<file path="src/rtl/vram_port_arbiter_pkg.sv">
// Shared constants, index-width helper and read-tag type for the VRAM port-A arbiter.
package vram_arb_pkg;

  localparam int unsigned DEF_NUM_REQ    = 4;
  localparam int unsigned DEF_ADDR_W     = 16;
  localparam int unsigned DEF_DATA_W     = 32;
  localparam int unsigned DEF_RD_LATENCY = 2;

  // Tag index is sized for the largest supported requester count (8).
  localparam int unsigned TAG_IDX_W = 3;

  // Encoded requester index width; never narrower than one bit.
  function automatic int unsigned idx_width(input int unsigned n);
    int unsigned w;
    w = (n <= 32'd2) ? 32'd1 : 32'($clog2(n));
    return w;
  endfunction

  // One stage of the read-return tag pipeline.
  typedef struct packed {
    logic                 valid;
    logic [TAG_IDX_W-1:0] idx;
  } tag_t;

endpackage

</file>
<file path="src/rtl/vram_port_arbiter_if.sv">
// Requester-side bus of the VRAM arbiter: requests, grants and tagged read return.
interface vram_port_arbiter_if
  import vram_arb_pkg::*;
#(
  parameter int unsigned NUM_REQ = DEF_NUM_REQ,
  parameter int unsigned ADDR_W  = DEF_ADDR_W,
  parameter int unsigned DATA_W  = DEF_DATA_W
);

  logic [NUM_REQ-1:0]        req;
  logic [NUM_REQ-1:0]        req_wren;
  logic [NUM_REQ*ADDR_W-1:0] req_addr;
  logic [NUM_REQ*DATA_W-1:0] req_wdata;
  logic [NUM_REQ-1:0]        gnt;
  logic [NUM_REQ-1:0]        rvalid;
  logic [DATA_W-1:0]         rdata;

  // Requesters drive commands and observe grants/returns.
  modport master (
    output req, req_wren, req_addr, req_wdata,
    input  gnt, rvalid, rdata
  );

  // Arbiter consumes commands and produces grants/returns.
  modport slave (
    input  req, req_wren, req_addr, req_wdata,
    output gnt, rvalid, rdata
  );

endinterface

</file>
<file path="src/rtl/vram_port_arbiter_rr_select.sv">
// Requester selection: one-hot grant plus encoded index for the VRAM arbiter.
// Build option VRAM_ARB_FIXED_PRIO_EN: lowest index wins and last_ptr is ignored;
// otherwise round-robin starting just after last_ptr.
module rr_select #(
  parameter int unsigned NUM_REQ = 4,
  parameter int unsigned IDX_W   = 2
) (
  input  logic [NUM_REQ-1:0] req,
  input  logic [IDX_W-1:0]   last_ptr,
  input  logic               enable,
  output logic [NUM_REQ-1:0] gnt_c,
  output logic [IDX_W-1:0]   idx_c
);

  logic              found;
  logic [IDX_W-1:0]  cidx;
  int unsigned       cand;

`ifdef VRAM_ARB_FIXED_PRIO_EN
  logic unused_last_ptr;
  assign unused_last_ptr = ^last_ptr;

  // Fixed priority: first asserted request scanning upward from index 0.
  always_comb begin
    gnt_c = '0;
    idx_c = '0;
    found = 1'b0;
    cand  = '0;
    cidx  = '0;
    if (enable) begin
      for (int unsigned k = 0; k < NUM_REQ; k++) begin
        cand = k;
        cidx = IDX_W'(cand);
        if (!found && req[cidx]) begin
          found       = 1'b1;
          gnt_c[cidx] = 1'b1;
          idx_c       = cidx;
        end
      end
    end
  end
`else
  // Round-robin: scan last_ptr+1 .. last_ptr+NUM_REQ modulo NUM_REQ.
  always_comb begin
    gnt_c = '0;
    idx_c = '0;
    found = 1'b0;
    cand  = '0;
    cidx  = '0;
    if (enable) begin
      for (int unsigned k = 1; k <= NUM_REQ; k++) begin
        cand = (32'(last_ptr) + k) % NUM_REQ;
        cidx = IDX_W'(cand);
        if (!found && req[cidx]) begin
          found       = 1'b1;
          gnt_c[cidx] = 1'b1;
          idx_c       = cidx;
        end
      end
    end
  end
`endif

endmodule

</file>
<file path="src/rtl/vram_port_arbiter.sv">
// VRAM port-A arbiter: grant selection, registered RAM command, read-tag pipeline, idle.
// Build option VRAM_ARB_FIXED_PRIO_EN selects fixed priority instead of round-robin.
module vram_port_arbiter
  import vram_arb_pkg::*;
#(
  parameter int unsigned NUM_REQ    = DEF_NUM_REQ,
  parameter int unsigned ADDR_W     = DEF_ADDR_W,
  parameter int unsigned DATA_W     = DEF_DATA_W,
  parameter int unsigned RD_LATENCY = DEF_RD_LATENCY
) (
  input  logic               clk,
  input  logic               reset_sink_reset,
  input  logic               enable,
  vram_port_arbiter_if.slave bus,
  output logic [ADDR_W-1:0]  ram_address,
  output logic [DATA_W-1:0]  ram_data,
  output logic               ram_wren,
  input  logic [DATA_W-1:0]  ram_q,
  output logic               idle
);

  localparam int unsigned IDX_W = idx_width(NUM_REQ);
  localparam int unsigned NSTG  = RD_LATENCY + 1;

  logic [NUM_REQ-1:0] gnt_c;
  logic [IDX_W-1:0]   sel_idx_c;
  logic               any_gnt_c;
  logic               sel_enable_c;

  logic [IDX_W-1:0]   last_ptr_q, last_ptr_d;
  logic [ADDR_W-1:0]  ram_address_q, ram_address_d;
  logic [DATA_W-1:0]  ram_data_q, ram_data_d;
  logic               ram_wren_q, ram_wren_d;

  tag_t [NSTG-1:0]    tag_q, tag_d;
  tag_t               tag_head_c;
  logic [NSTG-1:0]    tag_valid_c;
  logic [NUM_REQ-1:0] rvalid_c;

  logic [ADDR_W-1:0]  addr_arr_c [NUM_REQ];
  logic [DATA_W-1:0]  data_arr_c [NUM_REQ];

  logic               unused_tag_idx;
  assign unused_tag_idx = ^tag_q[NSTG-1].idx;

  // Unpack the flattened per-requester address/data buses.
  for (genvar g = 0; g < NUM_REQ; g++) begin : g_unpack
    assign addr_arr_c[g] = bus.req_addr[g*ADDR_W +: ADDR_W];
    assign data_arr_c[g] = bus.req_wdata[g*DATA_W +: DATA_W];
  end

  // No grants while held in reset.
  assign sel_enable_c = enable & ~reset_sink_reset;

  rr_select #(
    .NUM_REQ (NUM_REQ),
    .IDX_W   (IDX_W)
  ) u_rr_select (
    .req      (bus.req),
    .last_ptr (last_ptr_q),
    .enable   (sel_enable_c),
    .gnt_c    (gnt_c),
    .idx_c    (sel_idx_c)
  );

  assign any_gnt_c = |gnt_c;

  // Next pointer and RAM command from this cycle's grant.
  always_comb begin
    last_ptr_d    = last_ptr_q;
    ram_address_d = ram_address_q;
    ram_data_d    = ram_data_q;
    ram_wren_d    = 1'b0;
    if (any_gnt_c) begin
`ifndef VRAM_ARB_FIXED_PRIO_EN
      last_ptr_d    = sel_idx_c;
`endif
      ram_address_d = addr_arr_c[sel_idx_c];
      ram_data_d    = data_arr_c[sel_idx_c];
      ram_wren_d    = bus.req_wren[sel_idx_c];
    end
  end

  // Tag pipeline: granted reads enter at stage 0, writes and idle cycles insert bubbles.
  always_comb begin
    tag_head_c       = '0;
    tag_head_c.valid = any_gnt_c & ~bus.req_wren[sel_idx_c];
    tag_head_c.idx   = TAG_IDX_W'(sel_idx_c);
    tag_d            = {tag_q[NSTG-2:0], tag_head_c};
  end

  // Pointer, command and tag state.
  always_ff @(posedge clk) begin
    if (reset_sink_reset) begin
      last_ptr_q    <= IDX_W'(NUM_REQ - 1);
      ram_address_q <= '0;
      ram_data_q    <= '0;
      ram_wren_q    <= 1'b0;
      tag_q         <= '0;
    end else begin
      last_ptr_q    <= last_ptr_d;
      ram_address_q <= ram_address_d;
      ram_data_q    <= ram_data_d;
      ram_wren_q    <= ram_wren_d;
      tag_q         <= tag_d;
    end
  end

  for (genvar g = 0; g < NSTG; g++) begin : g_valid
    assign tag_valid_c[g] = tag_q[g].valid;
  end

  // Final tag stage lines up with ram_q; decode it to the owner's rvalid.
  always_comb begin
    rvalid_c = '0;
    if (tag_q[NSTG-1].valid && !reset_sink_reset) begin
      rvalid_c[tag_q[NSTG-1].idx[IDX_W-1:0]] = 1'b1;
    end
  end

  assign bus.gnt     = gnt_c;
  assign bus.rvalid  = rvalid_c;
  assign bus.rdata   = ram_q;
  assign ram_address = ram_address_q;
  assign ram_data    = ram_data_q;
  assign ram_wren    = ram_wren_q;
  assign idle        = ~any_gnt_c & ~(|tag_valid_c);

endmodule

</file>
<file path="src/flat_wrapper.sv">
// flat-port wrapper written by rule: the top's interface ports become plain ports
module vram_port_arbiter_flat import vram_arb_pkg::*;
#(
  parameter int unsigned NUM_REQ    = DEF_NUM_REQ,
  parameter int unsigned ADDR_W     = DEF_ADDR_W,
  parameter int unsigned DATA_W     = DEF_DATA_W,
  parameter int unsigned RD_LATENCY = DEF_RD_LATENCY
)
  (clk, reset_sink_reset, enable, ram_address, ram_data, ram_wren, ram_q, idle, bus_req, bus_req_wren, bus_req_addr, bus_req_wdata, bus_gnt, bus_rvalid, bus_rdata);
  vram_port_arbiter_if #(.NUM_REQ(NUM_REQ), .ADDR_W(ADDR_W), .DATA_W(DATA_W)) bus_i ();
  input  logic clk;
  input  logic reset_sink_reset;
  input  logic enable;
  output logic [ADDR_W-1:0] ram_address;
  output logic [DATA_W-1:0] ram_data;
  output logic ram_wren;
  input  logic [DATA_W-1:0] ram_q;
  output logic idle;
  input wire logic [$bits(bus_i.req)-1:0] bus_req;
  input wire logic [$bits(bus_i.req_wren)-1:0] bus_req_wren;
  input wire logic [$bits(bus_i.req_addr)-1:0] bus_req_addr;
  input wire logic [$bits(bus_i.req_wdata)-1:0] bus_req_wdata;
  output wire logic [$bits(bus_i.gnt)-1:0] bus_gnt;
  output wire logic [$bits(bus_i.rvalid)-1:0] bus_rvalid;
  output wire logic [$bits(bus_i.rdata)-1:0] bus_rdata;
  assign bus_i.req = bus_req;
  assign bus_i.req_wren = bus_req_wren;
  assign bus_i.req_addr = bus_req_addr;
  assign bus_i.req_wdata = bus_req_wdata;
  assign bus_gnt = bus_i.gnt;
  assign bus_rvalid = bus_i.rvalid;
  assign bus_rdata = bus_i.rdata;
  vram_port_arbiter #(.NUM_REQ(NUM_REQ), .ADDR_W(ADDR_W), .DATA_W(DATA_W), .RD_LATENCY(RD_LATENCY)) u_core (.clk(clk), .reset_sink_reset(reset_sink_reset), .enable(enable), .bus(bus_i), .ram_address(ram_address), .ram_data(ram_data), .ram_wren(ram_wren), .ram_q(ram_q), .idle(idle));
endmodule
</file>
<file path="config.mk">
export PLATFORM = sky130hd
export DESIGN_NAME = vram_port_arbiter_flat
export DESIGN_NICKNAME = d
export VERILOG_FILES = /design/src/rtl/vram_port_arbiter_pkg.sv /design/src/rtl/vram_port_arbiter_if.sv /design/src/rtl/vram_port_arbiter_rr_select.sv /design/src/rtl/vram_port_arbiter.sv /design/src/flat_wrapper.sv
export SDC_FILE = /design/constraint.sdc
export NUM_CORES = 1
export LEC_CHECK = 0
export CAP_MARGIN = 15
export CELL_PAD_IN_SITES_DETAIL_PLACEMENT = 1
export CELL_PAD_IN_SITES_GLOBAL_PLACEMENT = 1
export CORE_ASPECT_RATIO = 1.2
export CORE_MARGIN = 3
export CORE_UTILIZATION = 28
export CTS_CLUSTER_SIZE = 10
export DETAILED_ROUTE_END_ITERATION = 8
export PLACE_DENSITY = 0.87
export SYNTH_ARGS = -nofsm -noshare
export SYNTH_HDL_FRONTEND = slang
export SYNTH_SLANG_ARGS = --single-unit
</file>
<file path="constraint.sdc">
create_clock -name clk -period 9.6 [get_ports clk]
set_clock_uncertainty 0.2 [all_clocks]
set_input_delay 2.4 -clock clk [delete_from_list [all_inputs] [get_ports clk]]
set_output_delay 2.4 -clock clk [all_outputs]
set_load 0.02 [all_outputs]
</file>
==> results of run 1 <==
[sequential cells by signal (all words and copies together) (netlist names)]
name,count
u_core.last_ptr_q,2
u_core.tag_d,6
u_core.ram_wren,1
u_core.ram_data,32
u_core.tag_q,3
u_core.ram_address,16
[placed cells by master, fill, tap and decap left out, types with 2 or more instances in the layout]
cell and count:
clkdlybuf4s50_1 259, mux2i_1 154, dfxtp_1 60, nand2b_1 54, mux2_2 49, clkbuf_16 9, a21oi_1 8, nor2_1 8
ha_1 8, nor2b_1 7, inv_1 6, nand2_1 5, buf_4 5, mux4_2 4, nand3b_1 3, nor4bb_1 2
nor4b_1 2, a22o_1 2, and2_1 2, o21ai_0 2, a211o_1 2, clkbuf_1 2, bufinv_16 2
[final cells by class]
class | count | area share
inverters | 6 | 0.00301
flip-flops and latches | 60 | 0.160
clock buffers | 12 | 0.0329
clock inverters | 4 | 0.00968
multi-input cells | 328 | 0.407
repair buffers | 265 | 0.352
well taps | 212 | 0.0354
[metal layers]
layer | vias up | routed length (um) | global-route usage
met5 | - | 0 | 0
met4 | 0 | 533 | 0.0727
met3 | 46 | 1060 | 0.0455
met2 | 152 | 9000 | 0.334
met1 | 2016 | 5550 | 0.157
li1 | 2014 | - | -
[Yosys cell counts, drive strengths merged]
library cell	instances	area [um2]
nand4	1	6.26
and4b	1	10.0
nand3	1	5.00
mux2i	154	1540
a221oi	1	8.76
nand2b	54	338
nor3	1	5.00
nor2	8	30.0
a2bb2oi	1	15.0
o21ai	3	18.8
o21bai	1	7.51
a21oi	10	53.8
dfxtp	60	1200
o2111ai	1	8.76
a21o	1	7.51
nor4bb	2	20.0
nor4b	2	17.5
a211o	2	17.5
nand3b	4	42.5
nor4	1	12.5
ha	8	100
a21boi	1	7.51
and2	2	12.5
inv	6	22.5
nor2b	7	43.8
mux2	49	552
nand2	5	18.8
clkbuf	12	45.0
mux4	4	90.1
a22oi	1	7.51
buf	53	494
a22o	2	17.5
[power groups by stage]
stage / Sequential (mW) / Combinational [mW] / Clock, mW
6_report: 0.450 / 1.09 / 0.344
5_1_grt: 0.468 / 1.17 / 0.366
4_1_cts: 0.452 / 1.11 / 0.355
3_5_place_dp: 0.454 / 1.11 / 0
3_3_place_gp: 0.445 / 1.06 / 0
2_1_floorplan: 0.572 / 0.606 / 0
[worst paths after layout]
path | from | end | slack (ns) | cells after the start
setup / recovery | bus_req[1] | idle | 1.71 | 8
hold / removal | u_core.tag_d[4] | u_core.tag_d[8] | 0.25 | 1
setup reg to reg | u_core.last_ptr_q[0] | u_core.ram_address[15] | 5.66 | 8
hold reg to reg | u_core.tag_d[4] | u_core.tag_d[8] | 0.25 | 1
[cell families (layout without fill, tap and decap cells)]
group / after synthesis / count (layout)
adders and majority gates: 8 / 8
AOI/OAI and AO/OA: 24 / 24
and+or+nand+nor: 89 / 89
muxes: 207 / 207
DFF: 60 / 60
buffers and inverters: 71 / 287
==> flow_summary.ini, run 1 <==
[status]
status = finished, final reports clean

[synth]
synthesis.area_um2 = 4780
synth_compound_area_frac = 0.0356
synth_top_family_by_area = multiplexers
ys_seq_elements = 60
synthAdderAreaFrac = 0.0209
syn_avg_cell_area_um2 = 10.4
yosys.area_share.simple = 0.118
ys.warnings.count = 0
syn-num-nets = 702
ys_types = 38
seq_area_frac_synth = 0.251
yosys.area_share.xor_xnor = 0
synth_cells = 459
synthMuxAreaShare = 0.457

[final_layout]
final_net_count = 913
register_area_um2 = 1200
layout-drive-gt1-share = 0.119
fin_area_um2 = 7490
diodes = 0
fillerInstances = 1851
area_growth_pct = 56.8
fin_util = 0.455
multi_input_area_um2 = 3050
final_cells = 887

[pwr]
p_total_mw = 1.89
power.leakage_nw = 3.37
share_comb_of_total_power = 0.579
power.density_nw_per_um2 = 252
netSwitchingPower_mw = 0.726
p_seq_frac = 0.238
vdd_drop_max_v = 0.000125
pwr-share-clk = 0.182
p_int_mw = 1.16
swShare = 0.385

[clock_network]
cts_max_level = 3
hold_buffers = 0
cts_tree = built
cts_setup_buffers = 0
clock_path_buffers = 2
cts.sinks = 60
clk_pin_slew_ns = 0.05
numCtsBuffers = 9
cts.repair.resized = 0
insertion_delay_ns = 0.32
cts-root-buf = clkbuf_16

[worst_setup_path]
cp_cell_sequence = clkdlybuf4s50_1, mux4_2, a21oi_1, a22o_1, a21boi_1, o21ai_4, nor4_2, clkdlybuf4s50_1
path_common_cell = clkdlybuf4s50_1
worstSetupEndpointType = output port
cp.arrival_ns = 5.29
required_ns = 7.00
slowest_delay_ns = 0.67
critPathKind = input pin to output port
critPathMaxFanout = 11
cp-start-kind = input pin
slowest_stage = mux4_2
path_buf_inv = 2
path_delay_family = buffers and inverters

[sta]
grt_setup_unrepaired = no
fin_crit_sh = 0.822
hold_viol = 0
setup_tns_ns = 0
fmaxAchievable_ghz = 0.127
worstMarginPinSlew_ns = 0.867
max-slew-margin-rel = 0.422
holdWs_ns = 0.245
period_minus_slack_ns = 7.89
setup_ws_ns = 1.71
setup_viol = 0
drv_slew = 0

[routing]
wl_mm = 16.2
vias = 4228
drcViolationCount = 0
wl_per_cell_um = 18.2
postRouteAntennaNets = 0
routed_via_density = 4.77
dr.pass1.iters = 4
first_iter_violations = 110

[placement]
numPortBuffers = 260
pre_cts_ws_ns = 1.71
gp_routability_congestion = 0.816
placed_cell_area_um2 = 7180
place_inst = 871
dp_hpwl_mm = 13.0

[global_route]
grtUsageTotal = 0.167
grt_first_pass_wirelength_mm = 25.0
grt-ovfl-total = 0
grt_pass1_vias = 4862
antenna_found_initial = 0
grt_max_degree = 63

[floorplan]
ioPinCount = 325
core-area_um2 = 16500
fp.dieH_um = 149
placement_rows = 51
die_w_um = 125
die-area_um2 = 18700
start_util = 0.290

[min_path]
hold_class = register to register

[job]
maxCapViolations = 0
No activity file was read; power rests on OpenSTA's default activity.
==> run 2: changes to the inputs <==
--- a/config.mk
+++ b/config.mk
@@ -10,10 +10,10 @@
 export CELL_PAD_IN_SITES_GLOBAL_PLACEMENT = 1
 export CORE_ASPECT_RATIO = 1.2
 export CORE_MARGIN = 3
-export CORE_UTILIZATION = 28
+export CORE_UTILIZATION = 23
 export CTS_CLUSTER_SIZE = 10
 export DETAILED_ROUTE_END_ITERATION = 8
-export PLACE_DENSITY = 0.87
+export PLACE_DENSITY = 0.76
 export SYNTH_ARGS = -nofsm -noshare
 export SYNTH_HDL_FRONTEND = slang
 export SYNTH_SLANG_ARGS = --single-unit
==> constraint.sdc (replaced) <==
create_clock -name clk -period 6.8 [get_ports clk]
set_clock_uncertainty 0.2 [all_clocks]
set_input_delay 1.7 -clock clk [delete_from_list [all_inputs] [get_ports clk]]
set_output_delay 1.7 -clock clk [all_outputs]
set_load 0.02 [all_outputs]
==> flow_summary.ini, run 2 (same netlist as run 1, synthesis figures left out) <==
[placement]
numPortBuffers = 260
place_inst = 925
dp_hpwl_mm = 12.1
gp_routability_congestion = 0.811

[sta]
drv_slew = 0
fin_crit_sh = 0.944
grt_setup_unrepaired = no
setup_viol = 0
period_minus_slack_ns = 6.42
hold_viol = 0
fmaxAchievable_ghz = 0.156
holdWs_ns = 0.230
worstMarginPinSlew_ns = 0.962
setup_tns_ns = 0
max-slew-margin-rel = 0.357

[clock_network]
insertion_delay_ns = 0.32
cts_setup_buffers = 0
numCtsBuffers = 9
cts_max_level = 3
cts-root-buf = clkbuf_16
clock_path_buffers = 2
clk_pin_slew_ns = 0.05
cts_tree = built
cts.sinks = 60
cts.repair.resized = 0
hold_buffers = 0

[floorplan]
start_util = 0.235
die-area_um2 = 22500
placement_rows = 57
fp.dieH_um = 164
die_w_um = 138
core-area_um2 = 20300
ioPinCount = 325

[final_layout]
area_growth_pct = 58.7
final_cells = 939
final_net_count = 914
final_cell_mix = 259 x clkdlybuf4s50_1, 154 x mux2i_1, 60 x dfxtp_1, 54 x nand2b_1, 49 x mux2_2
layout-drive-gt1-share = 0.120
final_common_cell = clkdlybuf4s50_1
fillerInstances = 2309
diodes = 0
largest_reg_flops = 32

[routing]
vias = 4131
top_layer = met4
postRouteAntennaNets = 0
first_iter_violations = 102
drcViolationCount = 0
met2_length_mm = 7.86
drt-met1-wl_mm = 5.47
routed_via_density = 4.40
dr.pass1.iters = 4
wl_per_cell_um = 16.5
wl_mm = 15.5
routed-wl-met3_mm = 1.44

[worst_setup_path]
cp.arrival_ns = 4.52
worstSetupEndpointType = output port
cp-start-kind = input pin
critPathKind = input pin to output port
critPathMaxFanout = 11
required_ns = 4.90

[pwr]
vdd_drop_max_v = 0.000182
power.density_nw_per_um2 = 347
power.leakage_nw = 3.39

[status]
status = finished, final reports clean

[min_path]
hold_class = register to register

[global_route]
grt-ovfl-total = 0
grt_first_pass_wirelength_mm = 23.1
grt_pass1_vias = 4465
grtUsageTotal = 0.133
grt_max_degree = 58
antenna_found_initial = 0

[job]
maxCapViolations = 0
[run 2: cell types whose count changed in the layout (fill, tap and decap cells not counted)]
cell        before  now
clkbuf_8         1    4
buf_12           0    2
clkbuf_1         2    0
buf_4            5    4
bufinv_16        2    1
clkinv_2         1    0
clkinvlp_4       1    0
[run 2: metal layers]
layer  vias up  track usage
li1       2021            -
met1      1892        0.133
met2       165        0.236
met3        53       0.0499
met4         0       0.0694
met5         -            0
[run 2: final timing paths]
kind	slack [ns]	startpoint	depth (start not counted)	to
max reg2reg	2.91	u_core.last_ptr_q[0]	8	u_core.ram_address[15]
min	0.23	u_core.tag_d[9]	1	u_core.tag_q[9]
max	0.38	bus_req[3]	8	idle
min reg2reg	0.23	u_core.tag_d[9]	1	u_core.tag_q[9]
[run 2: worst max-delay path, stage by stage]
cell and delay, ns:
clkdlybuf4s50_1 0.62, mux4_2 0.68, a21oi_1 0.16, a22o_1 0.17
a21boi_1 0.29, o21ai_4 0.09, nor4_2 0.13, clkdlybuf4s50_1 0.66
[run 2: final cells by class]
type | count | area, um2 | share of cell area
clock inverter | 1 | 30.0 | 0.00396
inverter | 6 | 22.5 | 0.00297
sequential | 60 | 1200 | 0.158
multi-input combinational | 328 | 3050 | 0.402
timing repair buffer | 266 | 2670 | 0.352
tap | 265 | 332 | 0.0437
clock buffer | 13 | 280 | 0.0370
[run 2: power by group]
part	switching, mW	total, mW	internal [mW]	leakage [nW]
sequential	0.104	0.631	0.526	0.496
combinational	0.742	1.53	0.786	2.74
clock	0.152	0.471	0.319	0.154
[run 2: stage by stage]
stage | setup slack (ns) | total power, mW | instance area (um2) | util
4_1_cts | 0.395 | 2.70 | 7580 | 0.373
3_5_place_dp | 0.421 | 2.19 | 7270 | 0.358
3_3_place_gp | 0.435 | 2.17 | 7270 | 0.358
6_report | 0.378 | 2.63 | 7580 | 0.373
5_1_grt | 0.188 | 2.82 | 7580 | 0.373
2_1_floorplan | 1.26 | 1.66 | 4780 | -
==> run 3: changes to the inputs <==
--- a/config.mk
+++ b/config.mk
@@ -13,6 +13,7 @@
 export CORE_UTILIZATION = 23
 export CTS_CLUSTER_SIZE = 10
 export DETAILED_ROUTE_END_ITERATION = 8
+export MAX_ROUTING_LAYER = met4
 export PLACE_DENSITY = 0.76
 export SYNTH_ARGS = -nofsm -noshare
 export SYNTH_HDL_FRONTEND = slang
==> flow_summary.ini, run 3 (same netlist as run 1, synthesis figures left out) <==
[clock_network]
cts_tree = built
insertion_delay_ns = 0.32
clk_pin_slew_ns = 0.05
cts-root-buf = clkbuf_16
cts_max_level = 3
hold_buffers = 0
cts_setup_buffers = 0
cts.sinks = 60
clock_path_buffers = 2
numCtsBuffers = 9
cts.repair.resized = 0

[min_path]
hold_class = register to register
min_to = u_core.tag_q[9]
hp-start = u_core.tag_d[9]
min_path_cells = 1

[routing]
wl_mm = 15.5
postRouteAntennaNets = 0
routed_via_density = 4.40
dr.pass1.iters = 4
wl_per_cell_um = 16.5
first_iter_violations = 114
vias = 4134
drcViolationCount = 0

[sta]
setup_tns_ns = 0
drv_slew = 0
max-slew-margin-rel = 0.358
fin_crit_sh = 0.944
grt_setup_unrepaired = no
setup_viol = 0
hold_viol = 0
fmaxAchievable_ghz = 0.156
worstMarginPinSlew_ns = 0.961
period_minus_slack_ns = 6.42

[floorplan]
die_w_um = 138
core-area_um2 = 20300
die-area_um2 = 22500
ioPinCount = 325
placement_rows = 57
fp.dieH_um = 164
start_util = 0.235

[worst_setup_path]
critPathMaxFanout = 11
critPathKind = input pin to output port
cp.arrival_ns = 4.52
timing.rr.start = u_core.last_ptr_q[0]
required_ns = 4.90
r2r-end = u_core.ram_address[15]
worstSetupEndpointType = output port
ff2ff_setup_slack_ns = 2.91
rr_worst_depth = 8
cp-start-kind = input pin

[pwr]
swShare = 0.380
pwr-share-clk = 0.179
netSwitchingPower_mw = 1.00
p_total_mw = 2.63
vdd_drop_max_v = 0.000182
power.leakage_nw = 3.39
share_comb_of_total_power = 0.581
p_seq_frac = 0.240
p_int_mw = 1.63
power.density_nw_per_um2 = 347

[final_layout]
area_growth_pct = 58.7
largest_reg_flops = 32
final_common_cell = clkdlybuf4s50_1
final_net_count = 914
fillerInstances = 2309
final_cell_mix = 259 x clkdlybuf4s50_1, 154 x mux2i_1, 60 x dfxtp_1, 54 x nand2b_1, 49 x mux2_2
layout-drive-gt1-share = 0.120
diodes = 0

[status]
status = finished, final reports clean

[global_route]
antenna_found_initial = 0
grt_pass1_vias = 4513
grt-ovfl-total = 0
grtUsageTotal = 0.137
grt_max_degree = 58
grt_first_pass_wirelength_mm = 23.0

[placement]
numPortBuffers = 260
gp_routability_congestion = 0.823
dp_hpwl_mm = 12.1

[job]
maxCapViolations = 0
==> run 3: worst max path at each step <==
stage	startpoint	to	slack, ns	cells past startpoint
finish	bus_req[3]	idle	0.38	8
global placement	bus_req[3]	idle	0.43	8
CTS	bus_req[3]	idle	0.40	8
detailed placement	bus_req[3]	idle	0.42	8
global route	bus_req[3]	idle	0.19	8
floorplan	bus_req[3]	idle	1.26	10
==> run 3: metrics by stage <==
step	area [um2]	hold WS, ns	util	cells	setup slack, ns
final	7580	0.231	0.373	939	0.378
after global routing	7580	0.274	0.373	939	0.191
after CTS	7580	0.230	0.373	939	0.395
after detailed placement	7270	0.226	0.358	925	0.421
after global placement	7270	0.218	0.358	925	0.435
after floorplan	4780	0.214	-	459	1.26
==> run 3: worst max-delay path: stages <==
cell and delay (ns):
clkdlybuf4s50_1 0.62, mux4_2 0.68, a21oi_1 0.17, a22o_1 0.17
a21boi_1 0.29, o21ai_4 0.09, nor4_2 0.13, clkdlybuf4s50_1 0.66
==> run 3: layer usage <==
metal	GRT usage	vias up	part of all wire
li1	-	2015	-
met1	0.141	1889	0.37
met2	0.235	171	0.51
met3	0.0383	59	0.078
met4	0.0703	0	0.045
met5	-	-	0
==> run 3: power by group through the flow <==
| stage | logic [mW] | registers [mW] | clock network [mW] |
|---|---|---|---|
| 2_1_floorplan | 0.855 | 0.808 | 0 |
| 3_3_place_gp | 1.54 | 0.629 | 0 |
| 3_5_place_dp | 1.55 | 0.639 | 0 |
| 4_1_cts | 1.56 | 0.634 | 0.501 |
| 5_1_grt | 1.65 | 0.654 | 0.515 |
| 6_report | 1.53 | 0.631 | 0.472 |
==> run 3: area by class of cell <==
class	instances	area [um2]	area share
timing repair buffer	266	2670	0.352
tap	265	332	0.0437
multi-input combinational	328	3050	0.402
sequential	60	1200	0.158
inverter	6	22.5	0.00297
clock buffer	13	280	0.0370
clock inverter	1	30.0	0.00396
